`src/rtl/seq_addsub_pkg.sv`:
```
// Shared definitions for the sequential adder/subtractor.
//   state_t  : FSM encoding (IDLE, RUN)
//   MODE_*   : values of the sub input
//   clog2    : ceiling log2, used to size the chunk index counter
package seq_addsub_pkg;

  typedef enum logic {
    IDLE = 1'b0,
    RUN  = 1'b1
  } state_t;

  localparam logic MODE_ADD = 1'b0;
  localparam logic MODE_SUB = 1'b1;

  function automatic int unsigned clog2(input int unsigned v);
    int unsigned r;
    r = 0;
    for (int unsigned i = 0; i < 32; i++) begin
      if ((64'd1 << i) < 64'(v)) r = i + 1;
    end
    return r;
  endfunction

endpackage

```
`src/rtl/chunk_adder.sv`:
```
// Combinational CHUNK-bit adder slice.
//   x, y     : CHUNK-bit addends
//   ci       : carry in
//   sum      : CHUNK-bit sum
//   co       : carry out of the top bit
//   c_msb_in : carry into the top bit (xor with co gives signed overflow)
module chunk_adder #(
  parameter int unsigned CHUNK = 8
) (
  input  logic [CHUNK-1:0] x,
  input  logic [CHUNK-1:0] y,
  input  logic             ci,
  output logic [CHUNK-1:0] sum,
  output logic             co,
  output logic             c_msb_in
);

  logic [CHUNK:0] w_full;

  assign w_full   = {1'b0, x} + {1'b0, y} + {{CHUNK{1'b0}}, ci};
  assign sum      = w_full[CHUNK-1:0];
  assign co       = w_full[CHUNK];
  // Top-bit sum = x ^ y ^ carry_in, so the incoming carry is recovered by xor.
  assign c_msb_in = x[CHUNK-1] ^ y[CHUNK-1] ^ sum[CHUNK-1];

endmodule

```
`src/rtl/seq_adder_subtractor.sv`:
```
// Multi-cycle WIDTH-bit adder/subtractor, CHUNK bits per clock.
//   clk, rst        : clock, asynchronous active-high reset
//   start           : request, sampled only while idle
//   sub, a, b, cin  : operation and operands, latched on the accepting edge
//   s               : result (held until the next completion)
//   cout, ovf       : raw MSB carry (sub: 1 = no borrow), signed overflow
//   zero, neg       : s == 0, s[WIDTH-1]
//   busy, done      : operation in progress, one-cycle completion pulse
module seq_adder_subtractor
  import seq_addsub_pkg::*;
#(
  parameter int unsigned WIDTH = 32,
  parameter int unsigned CHUNK = 8
) (
  input  logic             clk,
  input  logic             rst,
  input  logic             start,
  input  logic             sub,
  input  logic [WIDTH-1:0] a,
  input  logic [WIDTH-1:0] b,
  input  logic             cin,
  output logic [WIDTH-1:0] s,
  output logic             cout,
  output logic             ovf,
  output logic             zero,
  output logic             neg,
  output logic             busy,
  output logic             done
);

  localparam int unsigned N        = WIDTH / CHUNK;
  localparam int unsigned IDXW     = (N > 1) ? clog2(N) : 1;
  localparam logic [IDXW-1:0] IDX_LAST = IDXW'(N - 1);

  if ((CHUNK == 0) || (WIDTH % CHUNK != 0)) begin : g_bad_chunk
    $error("seq_adder_subtractor: WIDTH must be a non-zero multiple of CHUNK");
  end

  state_t           r_state, w_next;
  logic [IDXW-1:0]  r_idx;
  logic [WIDTH-1:0] r_a, r_b, r_acc;
  logic             r_carry;
  logic [WIDTH-1:0] r_s;
  logic             r_cout, r_ovf, r_zero, r_neg, r_done;

  logic [CHUNK-1:0] w_sum;
  logic             w_co, w_c_msb;
  logic [WIDTH-1:0] w_acc_next;
  logic             w_last;

  chunk_adder #(.CHUNK(CHUNK)) u_chunk (
    .x        (r_a[CHUNK-1:0]),
    .y        (r_b[CHUNK-1:0]),
    .ci       (r_carry),
    .sum      (w_sum),
    .co       (w_co),
    .c_msb_in (w_c_msb)
  );

  assign w_last = (r_idx == IDX_LAST);

  // Operands shift right so the live chunk is always at bit 0; sum chunks
  // enter the partial result from the top, so after N cycles chunk 0 sits
  // at the bottom and the word is in place.
  always_comb begin
    w_acc_next = r_acc >> CHUNK;
    w_acc_next[WIDTH-1 -: CHUNK] = w_sum;
  end

  always_comb begin
    w_next = r_state;
    case (r_state)
      IDLE:    if (start) w_next = RUN;
      RUN:     if (w_last) w_next = IDLE;
      default: w_next = IDLE;
    endcase
  end

  always_ff @(posedge clk or posedge rst) begin
    if (rst) r_state <= IDLE;
    else     r_state <= w_next;
  end

  always_ff @(posedge clk or posedge rst) begin
    if (rst) begin
      r_idx   <= '0;
      r_a     <= '0;
      r_b     <= '0;
      r_acc   <= '0;
      r_carry <= 1'b0;
      r_s     <= '0;
      r_cout  <= 1'b0;
      r_ovf   <= 1'b0;
      r_zero  <= 1'b0;
      r_neg   <= 1'b0;
      r_done  <= 1'b0;
    end else begin
      r_done <= 1'b0;
      case (r_state)
        IDLE: begin
          if (start) begin
            r_a     <= a;
            r_b     <= (sub == MODE_SUB) ? ~b : b;
            r_carry <= (sub == MODE_SUB) ? ~cin : cin;
            r_idx   <= '0;
            r_acc   <= '0;
          end
        end
        RUN: begin
          r_a     <= r_a >> CHUNK;
          r_b     <= r_b >> CHUNK;
          r_carry <= w_co;
          r_acc   <= w_acc_next;
          r_idx   <= r_idx + IDXW'(1);
          if (w_last) begin
            r_s    <= w_acc_next;
            r_cout <= w_co;
            r_ovf  <= w_c_msb ^ w_co;
            r_zero <= (w_acc_next == '0);
            r_neg  <= w_acc_next[WIDTH-1];
            r_done <= 1'b1;
          end
        end
        default: ;
      endcase
    end
  end

  assign busy = (r_state == RUN);
  assign s    = r_s;
  assign cout = r_cout;
  assign ovf  = r_ovf;
  assign zero = r_zero;
  assign neg  = r_neg;
  assign done = r_done;

endmodule

```
`config.mk`:
```
export PLATFORM = sky130hd
export DESIGN_NAME = seq_adder_subtractor
export DESIGN_NICKNAME = d
export VERILOG_FILES = /design/src/rtl/seq_addsub_pkg.sv /design/src/rtl/chunk_adder.sv /design/src/rtl/seq_adder_subtractor.sv
export SDC_FILE = /design/constraint.sdc
export NUM_CORES = 1
export LEC_CHECK = 0
export ABC_AREA = 1
export ABC_CLOCK_PERIOD_IN_PS = 10300
export CORE_MARGIN = 8
export CORE_UTILIZATION = 35
export CTS_CLUSTER_SIZE = 20
export DETAILED_ROUTE_END_ITERATION = 8
export PLACE_DENSITY = 0.55
export RECOVER_POWER = 25
export SYNTH_ARGS = -nofsm -noshare
export SYNTH_HDL_FRONTEND = slang
export SYNTH_SLANG_ARGS = --single-unit
```
`constraint.sdc`:
```
create_clock -name clk -period 10.3 [get_ports clk]
set_input_delay 1.03 -clock clk [delete_from_list [all_inputs] [get_ports clk]]
set_output_delay 1.03 -clock clk [all_outputs]
set_load 0.01 [all_outputs]
```
==> results.txt <==
Setup total negative slack on the finished layout was measured at 0 ns. The proportion of layout cells with a drive suffix above 1 came out at 7.950%. The total via count after detailed routing is 4440. The number of buffers inserted by port buffering is 106.

The total track usage came out at 13.62%. The final-report setup violation count is 0. The max-slew violation count came to 118.

Data arrives at the worst endpoint at 4.87 ns. Setup repair after global routing left no endpoint under its margin. For this configuration, the core starts out at a cell density of 35.21%.

The combinational share of power came out at 35.1%. The clock latency on the worst-skew pair is 0.42 ns. The fill cell instance count of the final layout is 1598. The fmax is 219.4 MHz. The die outline area came out at 20810 um2.

The finished cells cover 7591 um2. The global-route congestion overflow total came out at 0. The final hold violation count came to 0. From bottom edge to top edge, the die measures 144.3 um. The post-cts repair resize count is 0.

The pin count of the biggest net entering global routing came out at 75. The final core utilization came out at 46.43%. In this run the core area contains 47 standard-cell rows.

The relative slew slack is -73.13%. Cell internal power was estimated by the tool at 1.468 mW. The top fanout value on the critical path is 61. TritonCTS built the clock tree.

The total power per unit cell area is 297.9 nW/um2. Net switching is 35.08% of the power. At the end of the flow, the number of nets in the layout was 783. The number of routed nets with antenna violations came out at 0. The maximum level of the CTS H-tree is 4. The post-layout minimum cycle time is 4.558 ns. In this run the count of I/O pins placed on the die edge is 107. The post-CTS setup buffer count came out at 0.

The number of global-route vias before repair is 4531. After clock tree synthesis, the clock-pin slew on the worst setup and hold paths is 0.06 ns. The detail-routed via count per cell came out at 4.739. The relative contribution of sequential cells to total power is 35.7%. The first global-routing pass estimated 22.24 mm of wire. The area after detailed placement is 6942 um2. The tree is rooted in a sky130_fd_sc_hd__clkbuf_16.

The count of hold-fix buffers inserted at cts is 0. The DRC violation total after the first TritonRoute iteration came out at 324. The flip-flop and latch count after synthesis came out at 128. The Yosys step of the flow raised 0 warnings. The number of nets in the synthesized netlist came out at 690.

The worst register-to-register path begins at busy$_DFF_PP0_. At the pin with the least slew margin, the transition time is 2.597 ns. In this run the power spent charging and discharging nets is 0.7932 mW. The critical path is of the in2reg type. The synthesized cell area came out at 5757 um2. In this run the most critical hold path is launched from ovf$_DFFE_PP0P_. The element type at the critical path start is a primary input. The number of buffers between clock root and the deepest sink is 2. The maximum VDD drop is 0.1510 mV. For this run, design rule violations remaining after detail routing come to 0. The path category of the worst min-delay check is reg2reg. The die width is 144.3 um. The flow ran to the end, but the final reports show violations. The worst path required time came out at 10.61 ns. In this run the static leakage power is 3.416 nW. In this run the worst setup path begins at start.

The final reports fail on max-capacitance violations, max-slew violations. The number of antenna violations at the first check in global routing came out at 0. Relative to the synthesized area, the layout overhead comes to 31.86%. The sequential share of the synthesized area is 55.64%. After floorplanning, the core was sized to cover 16350 um2. Routability-driven placement finished with a final weighted congestion of 0.7936. The number of antenna diodes in the final layout is 0.

The mean cell area of the mapped netlist came out at 9.422 um2. The number of buffers added by the clock tree synthesis step came out at 17. The clock power share is 29.2%. Summed over all nets, the half-perimeter wirelength after detailed placement is 9.412 mm.

After synthesis, the netlist uses 32 different library cells. Dividing the detail-routed wire length by the instance count gives 14.45 um. The number of instances in the synthesized netlist came out at 611.

The first detailed-routing pass took 4 iterations. Dividing the final minimum period by the clock period gives 44.25%. The count of maximum capacitance violations came out at 2. The total routed wirelength came out at 13.54 mm. The worst clock skew is 0.01283 ns.

The worst setup path is captured at a flop. The total number of clock tree sinks is 128.
==> cell families (layout without fill, tap and decap cells) <==
group           after synthesis  after routing  synth area share, %
compound gates              129            129                14.13
xor+xnor                     34             34                5.303
fa+ha+maj                    10             10                2.434
buf+inv                      90            196                6.629
flops                       128            128                55.64
simple gates                220            220                15.87
==> through the flow <==
stage | power (mW) | std cells | worst slack (ns) | hold slack (ns)
6_report | 2.261 | 937 | 5.742 | 0.4813
5_1_grt | 2.424 | 937 | 5.296 | 0.4991
4_1_cts | 2.289 | 937 | 7.110 | 0.4894
3_5_place_dp | 1.615 | 905 | 7.241 | 0.4740
3_3_place_gp | 1.592 | 905 | 7.294 | 0.4668
2_1_floorplan | 1.316 | 611 | 5.857 | 0.4534
==> path summary, 6_finish.rpt <==
check	endpoint	slack (ns)	depth (start not counted)
worst max-delay path	r_b[1]$_DFFE_PP0P_	5.74	5
worst min-delay path	ovf$_DFFE_PP0P_	0.48	2
worst max register to register	r_b[1]$_DFFE_PP0P_	6.00	5
worst min register to register	ovf$_DFFE_PP0P_	0.48	2
max in group asynchronous	busy$_DFF_PP0_	6.80	3
min in group asynchronous	s[15]$_DFFE_PP0P_	1.69	2
==> critical path: stages <==
cell,delay [ns]
sky130_fd_sc_hd__dlygate4sd3_1,0.60
sky130_fd_sc_hd__nor2_4,0.09
sky130_fd_sc_hd__clkbuf_1,1.85
sky130_fd_sc_hd__inv_2,0.86
sky130_fd_sc_hd__o221ai_1,0.43
==> power by group through the flow <==
| stage | sequential (mW) | combinational, mW | clock [mW] |
|---|---|---|---|
| finish | 0.807 | 0.793 | 0.661 |
| CTS | 0.809 | 0.804 | 0.676 |
| detailed placement | 0.816 | 0.799 | 0 |
| global placement | 0.812 | 0.781 | 0 |
| global route | 0.830 | 0.894 | 0.701 |
| floorplan | 0.804 | 0.512 | 0 |
==> metal layers <==
| metal | part of all wire (%) | routed length [um] | GRT usage, % |
|---|---|---|---|
| met1 | 47 | 6431 | 18.15 |
| met2 | 45 | 6074 | 20.40 |
| met3 | 6.2 | 842 | 4.193 |
| met4 | 1.4 | 191 | 5.148 |
| met5 | 0 | 0 | 0 |
==> cell type report <==
cell class                      instances  area [um2]  area share [%]
Timing Repair Buffer                  109        1075           14.16
Sequential cell                       128        3204           42.21
Clock buffer                           17       425.4           5.604
Inverter                               55       210.2           2.769
Clock inverter                         15       229.0           3.016
Multi-Input combinational cell        393        2172           28.61
Tap cell                              220       275.3           3.626
==> sequential cells by signal (all words and copies together) (netlist names) <==
signal,cells
busy,1
r_carry,1
r_b,32
zero,1
r_idx,2
cout,1
s,32
r_a,32
r_acc,24
done,1
ovf,1
==> layout by cell type, fill, tap and decap left out, types with 4 or more instances in the layout <==
cell type                         synthesis  final
sky130_fd_sc_hd__nand2_1                163    163
sky130_fd_sc_hd__dfrtp_1                128    127
sky130_fd_sc_hd__clkdlybuf4s50_1          0    103
sky130_fd_sc_hd__o21ai_0                 53     53
sky130_fd_sc_hd__inv_1                   50     49
sky130_fd_sc_hd__xnor2_1                 33     33
sky130_fd_sc_hd__nand3_1                 25     25
sky130_fd_sc_hd__o22ai_1                 23     23
sky130_fd_sc_hd__a22oi_1                 17     17
sky130_fd_sc_hd__clkbuf_16                0     17
sky130_fd_sc_hd__nor2_1                  15     15
sky130_fd_sc_hd__o211ai_1                15     15
sky130_fd_sc_hd__a22o_1                   9      9
sky130_fd_sc_hd__ha_1                     8      8
sky130_fd_sc_hd__nand2_2                  7      7
sky130_fd_sc_hd__bufinv_16                0      5
sky130_fd_sc_hd__inv_2                    4      4
sky130_fd_sc_hd__inv_6                    0      4
==> synthesized netlist by cell type (all sizes together) <==
master / number / share of area [%]
a22oi: 17 / 2.2
nor2: 16 / 1.2
clkbuf: 12 / 0.78
o221ai: 3 / 0.46
buf: 23 / 2.2
a22o: 9 / 1.4
o21ai: 56 / 4.9
dfrtp: 128 / 56
fa: 2 / 0.70
nor3: 3 / 0.35
o211ai: 15 / 2.0
xor2: 1 / 0.28
nand4: 1 / 0.11
o22ai: 23 / 2.5
o21bai: 1 / 0.13
nand2: 170 / 11
a21oi: 5 / 0.63
and2: 1 / 0.11
ha: 8 / 1.7
or2: 2 / 0.22
xnor2: 33 / 5.0
inv: 55 / 3.6
nand3: 27 / 2.5
Power figures use the tool's default switching activity.
